[src/rtl/axi4_rd_arbiter.sv]
`default_nettype none
// ============================================================================
// Module      : axi4_rd_arbiter
// Description : Round-robin arbiter sharing one AXI4 read slave (AR + R)
//               between NUM_M masters, one burst outstanding at a time.
// Revision    : 1.0 - initial release
// ============================================================================
module axi4_rd_arbiter #(
    parameter int NUM_M      = 2,
    parameter int DATA_WIDTH = 32,
    parameter int ADDR_WIDTH = 16
) (
    input  logic                        ACLK,
    input  logic                        ARESET,
    input  logic [NUM_M-1:0]            M_ARVALID,
    output logic [NUM_M-1:0]            M_ARREADY,
    input  logic [NUM_M*ADDR_WIDTH-1:0] M_ARADDR,
    input  logic [NUM_M*8-1:0]          M_ARLEN,
    input  logic [NUM_M*3-1:0]          M_ARSIZE,
    output logic [NUM_M-1:0]            M_RVALID,
    input  logic [NUM_M-1:0]            M_RREADY,
    output logic [DATA_WIDTH-1:0]       M_RDATA,
    output logic [1:0]                  M_RRESP,
    output logic                        M_RLAST,
    output logic                        S_ARVALID,
    input  logic                        S_ARREADY,
    output logic [ADDR_WIDTH-1:0]       S_ARADDR,
    output logic [7:0]                  S_ARLEN,
    output logic [2:0]                  S_ARSIZE,
    input  logic                        S_RVALID,
    output logic                        S_RREADY,
    input  logic [DATA_WIDTH-1:0]       S_RDATA,
    input  logic [1:0]                  S_RRESP,
    input  logic                        S_RLAST,
    output logic [NUM_M-1:0]            GRANT
);

    localparam int                 c_IDX_W    = (NUM_M > 1) ? $clog2(NUM_M) : 1;
    localparam logic [c_IDX_W-1:0] c_LAST_IDX = c_IDX_W'(NUM_M - 1);
    localparam logic [c_IDX_W:0]   c_NUM_M    = (c_IDX_W + 1)'(NUM_M);

    localparam logic [1:0] c_ST_IDLE = 2'd0;
    localparam logic [1:0] c_ST_ADDR = 2'd1;
    localparam logic [1:0] c_ST_DATA = 2'd2;

    logic [1:0]            r_state;
    logic [1:0]            w_state_nxt;
    logic [c_IDX_W-1:0]    r_grant_idx;
    logic [c_IDX_W-1:0]    w_grant_idx_nxt;
    logic [c_IDX_W-1:0]    r_rr_ptr;
    logic [c_IDX_W-1:0]    w_rr_ptr_nxt;
    logic [c_IDX_W-1:0]    w_pick;
    logic                  w_found;
    logic [c_IDX_W:0]      w_scan;

    logic [ADDR_WIDTH-1:0] w_araddr [NUM_M];
    logic [7:0]            w_arlen  [NUM_M];
    logic [2:0]            w_arsize [NUM_M];

    generate
        for (genvar gi = 0; gi < NUM_M; gi++) begin : g_slice
            assign w_araddr[gi] = M_ARADDR[gi*ADDR_WIDTH +: ADDR_WIDTH];
            assign w_arlen[gi]  = M_ARLEN[gi*8 +: 8];
            assign w_arsize[gi] = M_ARSIZE[gi*3 +: 3];
        end
    endgenerate

    // First requester at or above the round-robin pointer, wrapping at NUM_M.
    always_comb begin
        w_found = 1'b0;
        w_pick  = '0;
        w_scan  = '0;
        for (int k = 0; k < NUM_M; k++) begin
            w_scan = {1'b0, r_rr_ptr} + (c_IDX_W + 1)'(k);
            if (w_scan >= c_NUM_M) begin
                w_scan = w_scan - c_NUM_M;
            end
            if (!w_found && M_ARVALID[w_scan[c_IDX_W-1:0]]) begin
                w_found = 1'b1;
                w_pick  = w_scan[c_IDX_W-1:0];
            end
        end
    end

    always_ff @(posedge ACLK or posedge ARESET) begin
        if (ARESET) begin
            r_state     <= c_ST_IDLE;
            r_grant_idx <= '0;
            r_rr_ptr    <= '0;
        end else begin
            r_state     <= w_state_nxt;
            r_grant_idx <= w_grant_idx_nxt;
            r_rr_ptr    <= w_rr_ptr_nxt;
        end
    end

    always_comb begin
        w_state_nxt     = r_state;
        w_grant_idx_nxt = r_grant_idx;
        w_rr_ptr_nxt    = r_rr_ptr;
        case (r_state)
            c_ST_IDLE: begin
                if (w_found) begin
                    w_state_nxt     = c_ST_ADDR;
                    w_grant_idx_nxt = w_pick;
                end
            end
            c_ST_ADDR: begin
                if (M_ARVALID[r_grant_idx] && S_ARREADY) begin
                    w_state_nxt = c_ST_DATA;
                end
            end
            c_ST_DATA: begin
                // Only RLAST ends the burst; beats are not counted.
                if (S_RVALID && M_RREADY[r_grant_idx] && S_RLAST) begin
                    w_state_nxt  = c_ST_IDLE;
                    w_rr_ptr_nxt = (r_grant_idx == c_LAST_IDX) ? '0 : r_grant_idx + 1'b1;
                end
            end
            default: begin
                w_state_nxt = c_ST_IDLE;
            end
        endcase
    end

    always_comb begin
        M_ARREADY = '0;
        M_RVALID  = '0;
        S_ARVALID = 1'b0;
        S_ARADDR  = '0;
        S_ARLEN   = '0;
        S_ARSIZE  = '0;
        S_RREADY  = 1'b0;
        GRANT     = '0;
        case (r_state)
            c_ST_ADDR: begin
                GRANT[r_grant_idx]     = 1'b1;
                S_ARVALID              = M_ARVALID[r_grant_idx];
                S_ARADDR               = w_araddr[r_grant_idx];
                S_ARLEN                = w_arlen[r_grant_idx];
                S_ARSIZE               = w_arsize[r_grant_idx];
                M_ARREADY[r_grant_idx] = S_ARREADY;
            end
            c_ST_DATA: begin
                GRANT[r_grant_idx]    = 1'b1;
                M_RVALID[r_grant_idx] = S_RVALID;
                S_RREADY              = M_RREADY[r_grant_idx];
            end
            default: begin
            end
        endcase
    end

    // Payload is broadcast; M_RVALID alone selects the receiving master.
    assign M_RDATA = S_RDATA;
    assign M_RRESP = S_RRESP;
    assign M_RLAST = S_RLAST;

endmodule
`default_nettype wire
[config.mk]
export PLATFORM = sky130hd
export DESIGN_NAME = axi4_rd_arbiter
export DESIGN_NICKNAME = d
export VERILOG_FILES = /design/src/rtl/axi4_rd_arbiter.sv
export SDC_FILE = /design/constraint.sdc
export NUM_CORES = 1
export LEC_CHECK = 0
export CAP_MARGIN = 0
export CORE_ASPECT_RATIO = 1.75
export CORE_UTILIZATION = 22
export CTS_BUF_LIST = sky130_fd_sc_hd__clkbuf_4 sky130_fd_sc_hd__clkbuf_8
export DETAILED_ROUTE_END_ITERATION = 8
export PLACE_DENSITY = 0.81
export SYNTH_ARGS = -nofsm -noshare
export SYNTH_HDL_FRONTEND = slang
export SYNTH_SLANG_ARGS = --single-unit
[constraint.sdc]
create_clock -name ACLK -period 2.2 [get_ports ACLK]
set_clock_uncertainty 0.15 [all_clocks]
set_input_delay 0.55 -clock ACLK [delete_from_list [all_inputs] [get_ports ACLK]]
set_output_delay 0.55 -clock ACLK [all_outputs]
set_load 0.02 [all_outputs]
* Word-level counts from Yosys, hierarchy flattened
Index checks and enable logic that the tools add are counted.
** Storage, ports and cells
- Logic and storage cells :: 71
- Output and inout bits :: 70
- Register bits after elaboration :: 4
- Bits of input ports :: 97
** Operators by class
- Reduce and logical (&&, ||, !) cells :: 11
- Order comparisons :: 7
- Equal/unequal tests :: 5
- Bitwise operators :: 3
- Multiplexer cells :: 38
- $add $sub $neg :: 4
** Operators by type and width (number)
- two-way mux 16 bit :: 4
- two-way mux 8 bit :: 4
- two-way mux 1 bit :: 18
- two-way mux 2 bit :: 6
- two-way mux 3 bit :: 4
- less-than comparator 1 x 2 -> 1 bit (second input constant) :: 3
- inequality test 2 bit (second input constant) :: 3
- case mux 2 bit (3 select lines) :: 1
- logical AND 1 bit :: 5
- bitwise AND 2 bit :: 2
- greater-or-equal comparator 2 bit (second input constant) :: 2
- AND reduction 2 bit :: 2
- AND reduction 3 bit :: 1
- adder 1 x 1 -> 2 bit (second input constant) :: 1
- == test 2 x 1 -> 1 bit (second input constant) :: 1
- == test 2 bit (second input constant) :: 1
- greater-or-equal comparator 1 x 2 -> 1 bit (second input constant) :: 1
- zero test 2 bit :: 1
- NOT 1 -> 2 bit :: 1
- OR reduction 2 bit :: 1
- subtractor 1 bit (second input constant) :: 2
- adder 1 bit (second input constant) :: 1
- demux 1 bit (select 1 bit) :: 1
- greater-or-equal comparator 1 bit (second input constant) :: 1
- zero test 1 bit :: 1

* Logic depth before layout (Yosys ltp)
- Word-level depth :: 10
- Depth in mapped cells :: 6
- Mapped depth without buffers :: 6

* Worst setup path after synthesis
Ideal clock, no wire load.
- Path type :: register to output
- From :: reg r_state[1]
- To :: out M_ARREADY[0]
- Setup slack :: 0.148 ns
- Stages on the path, launching flop included :: 6
- Path buffers :: 1
- Arrival time :: 1.352 ns
- Data required time :: 1.500 ns
- Cells stage by stage :: dfrtp_1 > inv_1 > ha_1 > inv_1 > clkbuf_1 > nor3_1
** Between the ends
- Longest elaborated chain between the ends :: 2
** Ends and longest elaborated chain
- start: declaration :: line 46 : logic [1:0] r_state;
- start signal: assignment :: line 87 : r_state <= c_ST_IDLE;
- start signal: assignment :: line 91 : r_state <= w_state_nxt;
- == test 2 x 1 -> 1 bit :: line 135 : case (r_state)
- two-way mux 2 bit :: line 135
- end: declaration :: line 16 : output logic [NUM_M-1:0] M_ARREADY,
Every way passes these cells.

* Worst setup path after layout
- From :: in S_ARREADY
- To :: out M_ARREADY[1]
** Between the ends
- Longest elaborated chain between the ends :: 2
** Ends and longest elaborated chain
- start: declaration :: line 26 : input logic S_ARREADY,
- bitwise AND 2 bit (no line)
- two-way mux 2 bit :: line 135
Every way passes these cells.

==> results.tsv <==
stage	metric	value	unit
synthesis	top_reg_cell synth	dfrtp_1	
global_routing	final global-route overflow total	0	
setup_path	delay-heaviest family, CP	buffers and inverters	
setup_path	Cell Chain, Critical Path	clkdlybuf4s50_1, and3_1, clkdlybuf4s15_1	
cells_and_area	Post-layout nets	313	
route	total wire length	3504	um
pwr	Sequential Power Share	7.4	%
pwr	Switching Fraction	46.63	%
global_routing	global-route wire length before repair	4740	um
cts	cts hold-fix bufs	0	
cts	clk buf depth	2	
pwr	Internal	1.019	mW
sta	Pins Over Slew Limit	0	
pwr	Net Switching	0.8902	mW
cells_and_area	Final Cell Area	0.001822	sq mm
global_routing	initial antenna violation count	0	
cells_and_area	layout cells sized above 1	28.77	%
cts	clock-pin slew on the worst setup and hold paths	0.03	ns
sta	period utilization	98.93	%
setup_path	arrival time worst endpoint	1.48	ns
setup_path	Worst Path Required	1.50	ns
synthesis	Net Count, Synth	233	
die	die width	52.83	um
die	die area	0.004805	sq mm
setup_path	cells on worst reg2reg path	6	
global_routing	GR peak layer	met2	
synthesis	Netlist cell types	21	
cells_and_area	Diodes inserted	0	
min_path	Hold Path Sink	r_rr_ptr	
min_path	worst min path class	reg -> reg	
cts	worst-skew pair later-pin latency	0.23	ns
setup_path	FF-to-FF setup slack	0.50	ns
sta	hold slack	0.3643	ns
setup_path	CP max stage delay	0.47	ns
cts	clock tree sinks	4	
pwr	Power Density	1048	mW/mm^2
placed_design	placed cell area	0.001894	sq mm
setup_path	Worst Setup Path Type	in -> out	
placed_design	# port buffers	98	
sta	relative slew slack	77.18	%
cts	H-tree levels	1	
sta	Least-Margin Pin Slew	0.3387	ns
route	Pre-Repair DR Iteration Count	2	
synthesis	Yosys top cell by area	mux2i_1	
synthesis	top-count cell post-synth	buf_4	
placed_design	routability cong.	0.7346	
die	row count	32	
global_routing	GR Util met3	3.015	%
global_routing	M1 GR Usage	9.726	%
route	Via Count	1121	
route	residual DRC count	0	
setup_path	R2R Path Start	r_grant_idx	
pwr	IR drop worst, VDD	743.9	uV
sta	Tmin final	2.177	ns
pwr	logic gate share of total power	82.9	%
sta	final hold vios	0	
die	num ports	167	
global_routing	vias in the first global route	1051	
synthesis	number of synthesized flops with an enable pin	0	
die	die height	90.95	um
setup_path	Worst Path Max Fanout	2	
cells_and_area	fillcell total	466	
setup_path	slowest stage cell, crit path	clkdlybuf4s50_1	
setup_path	WP buf/inv	2	
global_routing	met2 Use GR	26.48	%
synthesis	most frequent cells after synthesis	buf_4 (35), mux2i_1 (30), nor2_1 (30), inv_1 (6)	
cells_and_area	multi-input logic area	578.1	sq um
min_path	min-delay src	r_rr_ptr	
setup_path	startpoint types	primary input	
synthesis	Mapped Area	994.7	sq um
pwr	Clk network pwr share	9.7	%
route	WL per Instance	13.32	um
min_path	Cells on Worst Hold Path	2	
route	Vias/cell	4.262	
cts	TritonCTS buffer count	3	
synthesis	Seq/Total Area, Yosys	10.06	%
synthesis	area share of the largest cell type after synthesis	30.19	%
synthesis	Syn. warnings	0	
placed_design	DPL Wire Length	2881	um
route	DRT iter0 DRCs	2	
sta	RSZ-0062 raised after global routing	false	
synthesis	post-synthesis async set-or-reset flop share	100.0	%
cells_and_area	Storage cell area	101.3	sq um
synthesis	ranking of synthesized cells by area	mux2i_1 (30%), buf_4 (26%), nor2_1 (11%)	
route	Antenna Violating Nets Remaining	0	
pwr	leak pwr	0.9511	nW
die	Initial Util	22.79	%
job	max_cap viols	0	
setup_path	CP endpoint kind	output pin	
synthesis	Mean Syn Cell Area	7.479	sq um
synthesis	cells after synthesis	133	
die	Core ar.	0.004364	sq mm
setup_path	worst r2r dst	r_state[0]	
synthesis	Yosys reg bits	4	
sta	FMAX	0.4594	GHz
cts	TritonCTS clock tree	done	
cells_and_area	Layout area overhead	83.14	%
cts	CTS root buffer	clkbuf_8	
sta	Final setup viols	0	
global_routing	largest net degree at the start of global routing	22	
global_routing	total track usage	13.63	%
outcome	status	finished clean	
[metal layers]
metal	routed length, um	up-vias	share of wire (%)
li1	-	559	-
met1	991	460	28
met2	1833	74	52
met3	440	28	13
met4	238	0	6.8
met5	0	-	0
[kinds of logic (layout without fill, tap and decap cells)]
logic type               count (synthesis)  in the layout  share of synthesized area (%)
buffers and inverters                   48            127                          32.33
AO/OA/AOI/OAI                            9              9                          7.422
multiplexers                            30             30                          30.19
flip-flops                               4              4                          10.06
adder cells (fa/ha/maj)                  3              3                          3.774
AND/OR/NAND/NOR                         39             39                          16.23
[cell type report]
| class | instances | share of cell area [%] |
|---|---|---|
| sequential | 4 | 5.563 |
| multi-input combinational | 81 | 31.73 |
| tap | 51 | 3.503 |
| inverter | 6 | 1.236 |
| timing repair buffer | 117 | 55.29 |
| clock buffer | 4 | 2.679 |
[worst min-delay path: stages (launching register included)]
cell	delay (ns)
dfrtp_1	0.36
inv_1	0.05
mux2i_1	0.05
[power by group through the flow]
stage / Clock (mW) / Combinational [mW] / Sequential, mW
after global placement: 0 / 1.67 / 0.171
after floorplan: 0 / 1.03 / 0.128
final: 0.186 / 1.58 / 0.141
after global routing: 0.202 / 1.71 / 0.146
after detailed placement: 0 / 1.69 / 0.173
after CTS: 0.187 / 1.70 / 0.144
[per-stage QoR]
| stage | utilization (%) | TNS (ns) | instances | power, mW | setup slack, ns |
|---|---|---|---|---|---|
| 6_report | 41.74 | 0 | 263 | 1.909 | 0.02343 |
| 5_1_grt | 41.74 | 0 | 263 | 2.060 | 0.0008862 |
| 4_1_cts | 45.33 | 0 | 263 | 2.032 | 0.003211 |
| 3_5_place_dp | 43.41 | -9.548 | 257 | 1.861 | -0.3965 |
| 3_3_place_gp | 43.41 | -9.176 | 257 | 1.842 | -0.4066 |
| 2_1_floorplan | - | 0 | 133 | 1.159 | 0.1479 |
[layout by cell type, fill, tap and decap left out, types with 2 or more instances in the layout]
cell type,count
clkdlybuf4s50_1,62
mux2i_1,30
nor2_1,29
buf_2,29
buf_4,18
inv_1,6
a21oi_1,4
clkbuf_8,3
buf_12,3
dfrtp_1,3
nand2_1,2
nor2b_1,2
and3_1,2
ha_1,2
clkdlybuf4s15_2,2
[repair_timing]
action / in CTS / in global routing
endpoints found under the setup margin: 36 / 31
setup buffers: 2 / 0
gates resized for setup: 109 / 32
[flip-flops by register name, summed over array words and instances, names as in the netlist]
name	flops
r_state	2
r_grant_idx	1
r_rr_ptr	1
[worst max-delay path by stage]
stage | from | endpoint | slack, ns | cells after the start
after global placement | M_RREADY[1] | S_RREADY | -0.41 | 4
after global routing | S_ARREADY | M_ARREADY[1] | 0.0009 | 3
after floorplan | r_state[1] | M_ARREADY[0] | 0.15 | 5
final | S_ARREADY | M_ARREADY[1] | 0.02 | 3
after CTS | r_state[1] | S_ARADDR[8] | 0.003 | 6
after detailed placement | M_RREADY[1] | S_RREADY | -0.40 | 4
(Power assumes the default switching activity.)
